### src/rtl/x_mem_arbiter.sv
// Two-master round-robin arbiter onto one rv32i-style memory port.
// A per-grant watchdog completes a stalled transfer with ERR_DATA and sets a sticky error.
module x_mem_arbiter #(
  parameter int AW = 32,
  parameter int DW = 32,
  parameter int TIMEOUT = 255,
  parameter logic [DW-1:0] ERR_DATA = 32'hDEADBEEF
) (
  input  logic          i_clk,
  input  logic          i_rst,
  input  logic          i_r0_valid,
  input  logic          i_r0_rnw,
  input  logic [AW-1:0] i_r0_addr,
  input  logic [DW-1:0] i_r0_data,
  output logic          o_r0_accept,
  output logic [DW-1:0] o_r0_data,
  input  logic          i_r1_valid,
  input  logic          i_r1_rnw,
  input  logic [AW-1:0] i_r1_addr,
  input  logic [DW-1:0] i_r1_data,
  output logic          o_r1_accept,
  output logic [DW-1:0] o_r1_data,
  output logic          o_m_valid,
  output logic          o_m_rnw,
  output logic [AW-1:0] o_m_addr,
  output logic [DW-1:0] o_m_data,
  input  logic          i_m_accept,
  input  logic [DW-1:0] i_m_data,
  output logic [1:0]    o_grant,
  output logic          o_err
);
  typedef enum logic [1:0] {IDLE = 2'd0, GNT0 = 2'd1, GNT1 = 2'd2} state_t;

  localparam bit WD_EN = (TIMEOUT > 0);
  localparam int WDW = WD_EN ? $clog2(TIMEOUT + 1) : 1;
  // The timeout cycle is the TIMEOUT-th grant cycle without an accept.
  localparam logic [WDW-1:0] WD_LAST = WD_EN ? WDW'(TIMEOUT - 1) : '0;

  state_t         state, state_nx;
  logic           last;
  logic [WDW-1:0] wd;
  logic           err;
  logic           busy, own1, own_valid, oth_valid, done, abort, tout;

  assign busy      = (state != IDLE);
  assign own1      = (state == GNT1);
  assign own_valid = own1 ? i_r1_valid : i_r0_valid;
  assign oth_valid = own1 ? i_r0_valid : i_r1_valid;
  assign abort     = busy && !own_valid;
  assign done      = busy && own_valid && i_m_accept;
  assign tout      = WD_EN && busy && own_valid && !i_m_accept && (wd == WD_LAST);

  always_ff @(posedge i_clk or posedge i_rst) begin
    if (i_rst) state <= IDLE;
    else       state <= state_nx;
  end

  always_comb begin
    state_nx = state;
    case (state)
      IDLE: begin
        if (i_r0_valid && (!i_r1_valid || last)) state_nx = GNT0;
        else if (i_r1_valid)                     state_nx = GNT1;
      end
      GNT0, GNT1: begin
        if (abort || tout) state_nx = IDLE;
        else if (done)     state_nx = !oth_valid ? IDLE : (own1 ? GNT0 : GNT1);
      end
      default: state_nx = IDLE;
    endcase
  end

  always_ff @(posedge i_clk or posedge i_rst) begin
    if (i_rst) begin
      last <= 1'b1;
      wd   <= '0;
      err  <= 1'b0;
    end else begin
      if (done || tout) last <= own1;
      if (WD_EN && busy && own_valid && !i_m_accept && !tout) wd <= wd + 1'b1;
      else                                                   wd <= '0;
      if (tout) err <= 1'b1;
    end
  end

  always_comb begin
    o_m_valid   = 1'b0;
    o_m_rnw     = 1'b1;
    o_m_addr    = '0;
    o_m_data    = '0;
    o_r0_accept = 1'b0;
    o_r0_data   = '0;
    o_r1_accept = 1'b0;
    o_r1_data   = '0;
    o_grant     = 2'b00;
    case (state)
      GNT0: begin
        o_m_valid   = i_r0_valid && !tout;
        o_m_rnw     = i_r0_rnw;
        o_m_addr    = i_r0_addr;
        o_m_data    = i_r0_data;
        o_r0_accept = done || tout;
        o_r0_data   = tout ? ERR_DATA : i_m_data;
        o_grant     = 2'b01;
      end
      GNT1: begin
        o_m_valid   = i_r1_valid && !tout;
        o_m_rnw     = i_r1_rnw;
        o_m_addr    = i_r1_addr;
        o_m_data    = i_r1_data;
        o_r1_accept = done || tout;
        o_r1_data   = tout ? ERR_DATA : i_m_data;
        o_grant     = 2'b10;
      end
      default: ;
    endcase
  end

  assign o_err = err;
endmodule

### config.mk
export PLATFORM = sky130hd
export DESIGN_NAME = x_mem_arbiter
export DESIGN_NICKNAME = d
export VERILOG_FILES = /design/src/rtl/x_mem_arbiter.sv
export SDC_FILE = /design/constraint.sdc
export NUM_CORES = 1
export LEC_CHECK = 0
export ABC_AREA = 0
export CAP_MARGIN = 20
export CORE_AREA = 2 2 116 118
export DETAILED_ROUTE_END_ITERATION = 16
export DIE_AREA = 0 0 118 120
export GPL_ROUTABILITY_DRIVEN = 0
export PLACE_DENSITY = 0.58
export SLEW_MARGIN = 40
export SYNTH_ARGS = -nofsm -noshare
export SYNTH_HDL_FRONTEND = slang
export SYNTH_SLANG_ARGS = --single-unit
### constraint.sdc
create_clock -name i_clk -period 2.9 [get_ports i_clk]
set_input_delay 0.725 -clock i_clk [delete_from_list [all_inputs] [get_ports i_clk]]
set_output_delay 0.725 -clock i_clk [all_outputs]
set_load 0.05 [all_outputs]
==> results by group <==
Pwr
  – Max VDD drop: a little under 0.5 mV
  – Clock power frac: ~4.3%
  – Seq pwr share: 3.7%
  – Psw: between 0.003 and 0.004 W
  – Combinational power share: between 90 and 100%
  – Switching share of power: approximately half
  – Power Internal: slightly below 0.003 W
  – Power per cell area: just under 900 nW/um2
  – Static Leak: approximately 2.8 nW

Clocking
  – Worst skew pair latency: about 0.24 ns
  – Worst-path clk slew: ~0.04 ns
  – Clock sink count: 12
  – CTS root buf: clkbuf_16
  – Clk buf depth: 2
  – CTS HTree Levels: 1
  – CTS tree: built
  – TritonCTS Buffers: 3

Critical path
  – R2R setup slack: roughly 0.37 ns
  – Critical path class: flop to output pin
  – Arrival @ worst endpoint: approximately 2.3 ns
  – R2r endpoint: state[1]
  – Reg-to-reg startpoint: state[1]
  – Req. time, crit path: between 2 and 2.5 ns
  – Crit-path max cell delay: between 0.4 and 0.5 ns
  – Reg2reg path depth: 11
  – Critical Path End Type: output pin
  – Startpoint Class: flop
  – Critical path's slowest cell: dfrtp_1
  – Crit path max fanout: 10
  – Cells along the critical path: inv_2 -> ha_4 -> or2_4 -> buf_6 -> nor4_4 -> buf_4 -> buf_8 -> buf_16 -> o21a_1 -> buf_12

Placement
  – Detailed Place HPWL: between 10000 and 15000 um
  – Post-Place Cell Area: roughly 6300 um2
  – Buffers on Ports: ~300
  – Placement Setup Slack: -0.321 ns

Job
  – MaxCap Viol Count: 0

Status
  – Failing checks: setup timing
  – Outcome: finished, violations left

Logic synthesis
  – Sequential fraction of the synthesis area: 15.8%
  – Post-Syn Nets: between 400 and 500
  – #FFs+latches synth: 12
  – Yosys cell types: 37
  – Mapped Cells: 240
  – Synthesized area: 1910 um2
  – Mean Syn Cell Area: 7.97 um2
  – Yosys Warn Count: 0

Routing
  – Via count: 3197
  – Avg WL per Cell: 18.9 um
  – Iter 0 DRT Violations: between 100 and 150
  – ANT nets after route: 0
  – # DRC: 0
  – Drt via density: between 4 and 5
  – Post-Route WL: 13800 um
  – 1st-pass router iterations: 4

Floorplanning
  – Boundary Pins: between 300 and 400
  – Chip width: between 100 and 150 um
  – Die Footprint: around 14000 um2
  – Site Rows: 42
  – Starting Density: 14.7%
  – Chip height: approximately 120 um
  – Core Box Area: roughly 13000 um2

Global route
  – Gr ovfl total: 0
  – First-pass GRT wire length: between 15000 and 20000 um
  – Vias in the first global route: roughly 3300
  – Total GRT Usage: approximately 18%
  – Largest net degree at the start of global routing: 66
  – Initial antenna violation count: 1

STA
  – Setup_tns: -4.73 ns
  – Rel. slew slack: around three fifths
  – RSZ-0062 raised after global routing: yes
  – Slew Limit Fails: 0
  – Final worst-path setup slack: -0.117 ns
  – Worst Skew: 0.00146 ns
  – Peak Freq: between 300 and 400 MHz
  – Final setup fails: between 60 and 70
  – Actual slew at the worst max-slew pin: just under 0.6 ns
  – Min Tclk post-route: about 3.0 ns
  – Final-report hold violation count: 0
  – Period utilisation layout: 104%

Final layout
  – Finished Cell Area: 6840 um2
  – # nets final: approximately 730
  – Multi-input gate area: 1560 um2
  – Area grow syn2layout: 258%
  – Diodes inserted: 0
  – Layout cells sized above 1: about 36%
  – Fillers: between 1000 and 1500
  – Reg area: approximately 300 um2

Hold path
  – Hold Crit Endpoint: o_err
  – Min-Delay Path Depth: 1
  – Min-delay src: o_err
  – Hold WC Path Type: flop to flop
==> state kept, by name, indices dropped and copies added (netlist names) <==
name / cells
o_err: 1
last: 1
state: 2
wd: 8
==> cells in the mapped netlist, drive strengths merged <==
master / number / area share (%)
nand2: 4 / 0.79
mux2: 2 / 1.2
a32oi: 1 / 0.46
nand3: 4 / 1.0
nor3: 1 / 0.26
nor3b: 1 / 0.39
inv: 8 / 1.6
nor4: 1 / 0.65
nor2: 13 / 2.6
o22ai: 2 / 0.65
or3: 1 / 0.33
ha: 7 / 4.6
and3: 16 / 5.2
nand2b: 1 / 0.33
and2: 4 / 1.3
a22o: 64 / 29
clkbuf: 26 / 5.1
or4: 1 / 0.39
buf: 5 / 1.8
o311ai: 1 / 0.46
o31a: 1 / 0.46
dfstp: 1 / 1.4
o21a: 48 / 19
mux2i: 1 / 0.52
o211ai: 1 / 0.39
o21ai: 2 / 0.52
xor2: 3 / 1.4
a22oi: 1 / 0.39
or2: 2 / 0.65
nand4: 1 / 0.33
xnor2: 3 / 1.4
o211a: 1 / 0.52
o22a: 1 / 0.46
dfrtp: 11 / 14
==> layout by cell type, fill, tap and decap left out, types with 3 or more instances in the layout <==
cell type / count
a22o_1: 64
and3_1: 8
and3_4: 8
buf_12: 120
buf_16: 3
buf_4: 21
buf_6: 21
buf_8: 5
clkbuf_16: 4
clkdlybuf4s50_1: 165
dfrtp_1: 11
ha_1: 5
inv_1: 6
nand2_1: 4
nand3_1: 4
nor2_1: 12
o21a_1: 46
xnor2_1: 3
xor2_1: 3
==> power by group through the flow <==
stage	Combinational, W	Sequential (W)	Clock [W]
after global routing	0.00563	0.000221	0.000271
after floorplan	0.00267	0.000214	0
after global placement	0.00527	0.000215	0
after CTS	0.00539	0.000213	0.000259
after detailed placement	0.00529	0.000217	0
final	0.00546	0.000218	0.000252
==> area by class of cell <==
| type | count | share of cell area, % |
|---|---|---|
| Inverter | 8 | 0.439 |
| Multi-Input combinational cell | 189 | 22.8 |
| Sequential cell | 12 | 4.41 |
| Timing Repair Buffer | 339 | 68.0 |
| Clock buffer | 4 | 1.15 |
| Tap cell | 176 | 3.22 |
==> logic make-up after synthesis <==
group           Yosys count  synth area share (%)
mux                       3                  1.70
buf+inv                  39                  8.44
flops                    12                  15.8
compound gates          123                  52.5
simple gates             50                  14.3
xor+xnor                  6                  2.75
fa+ha+maj                 7                  4.58
==> metrics by stage <==
stage / hold WS (ns) / utilization [%] / cells / power, W
CTS: 0.468 / 51.6 / 722 / 0.00586
global placement: 0.456 / 48.4 / 700 / 0.00548
global route: 0.490 / 52.7 / 728 / 0.00613
finish: 0.460 / 52.7 / 728 / 0.00593
detailed placement: 0.454 / 48.4 / 700 / 0.00550
floorplan: 0.475 / - / 240 / 0.00288
==> routing by layer <==
layer / routed length, um / track usage (%) / part of all wire [%]
met3: 1210 / 7.37 / 8.8
met5: 13 / 0 / 0.094
met4: 92 / 2.18 / 0.67
met2: 7190 / 31.7 / 52
met1: 5250 / 20.4 / 38
==> timing repair <==
item,in CTS,in global routing
setup endpoints to repair,65,65
hold buffers,0,0
gates cloned,7,2
pin swaps,9,12
setup buffers,11,6
gates resized for setup,44,21
==> how the worst max path moves through the flow <==
| stage | slack, ns | depth (start not counted) | end | from |
|---|---|---|---|---|
| after floorplan | 0.10 | 4 | o_r0_data[10] | i_m_accept |
| after global placement | -0.28 | 6 | o_r1_data[8] | i_m_accept |
| after detailed placement | -0.32 | 6 | o_r0_data[29] | i_m_accept |
| after CTS | -0.10 | 11 | o_r0_data[16] | state[0] |
| after global routing | -0.20 | 10 | o_r1_data[27] | state[1] |
| final | -0.12 | 10 | o_r1_data[6] | state[1] |
==> critical path: cells and delay by family, from the launching register on <==
family          cells  cell delay, ns
buf+inv             6            0.79
simple gates        2            0.50
flops               1            0.43
fa+ha+maj           1            0.16
compound gates      1            0.16
(Power assumes the default switching activity.)
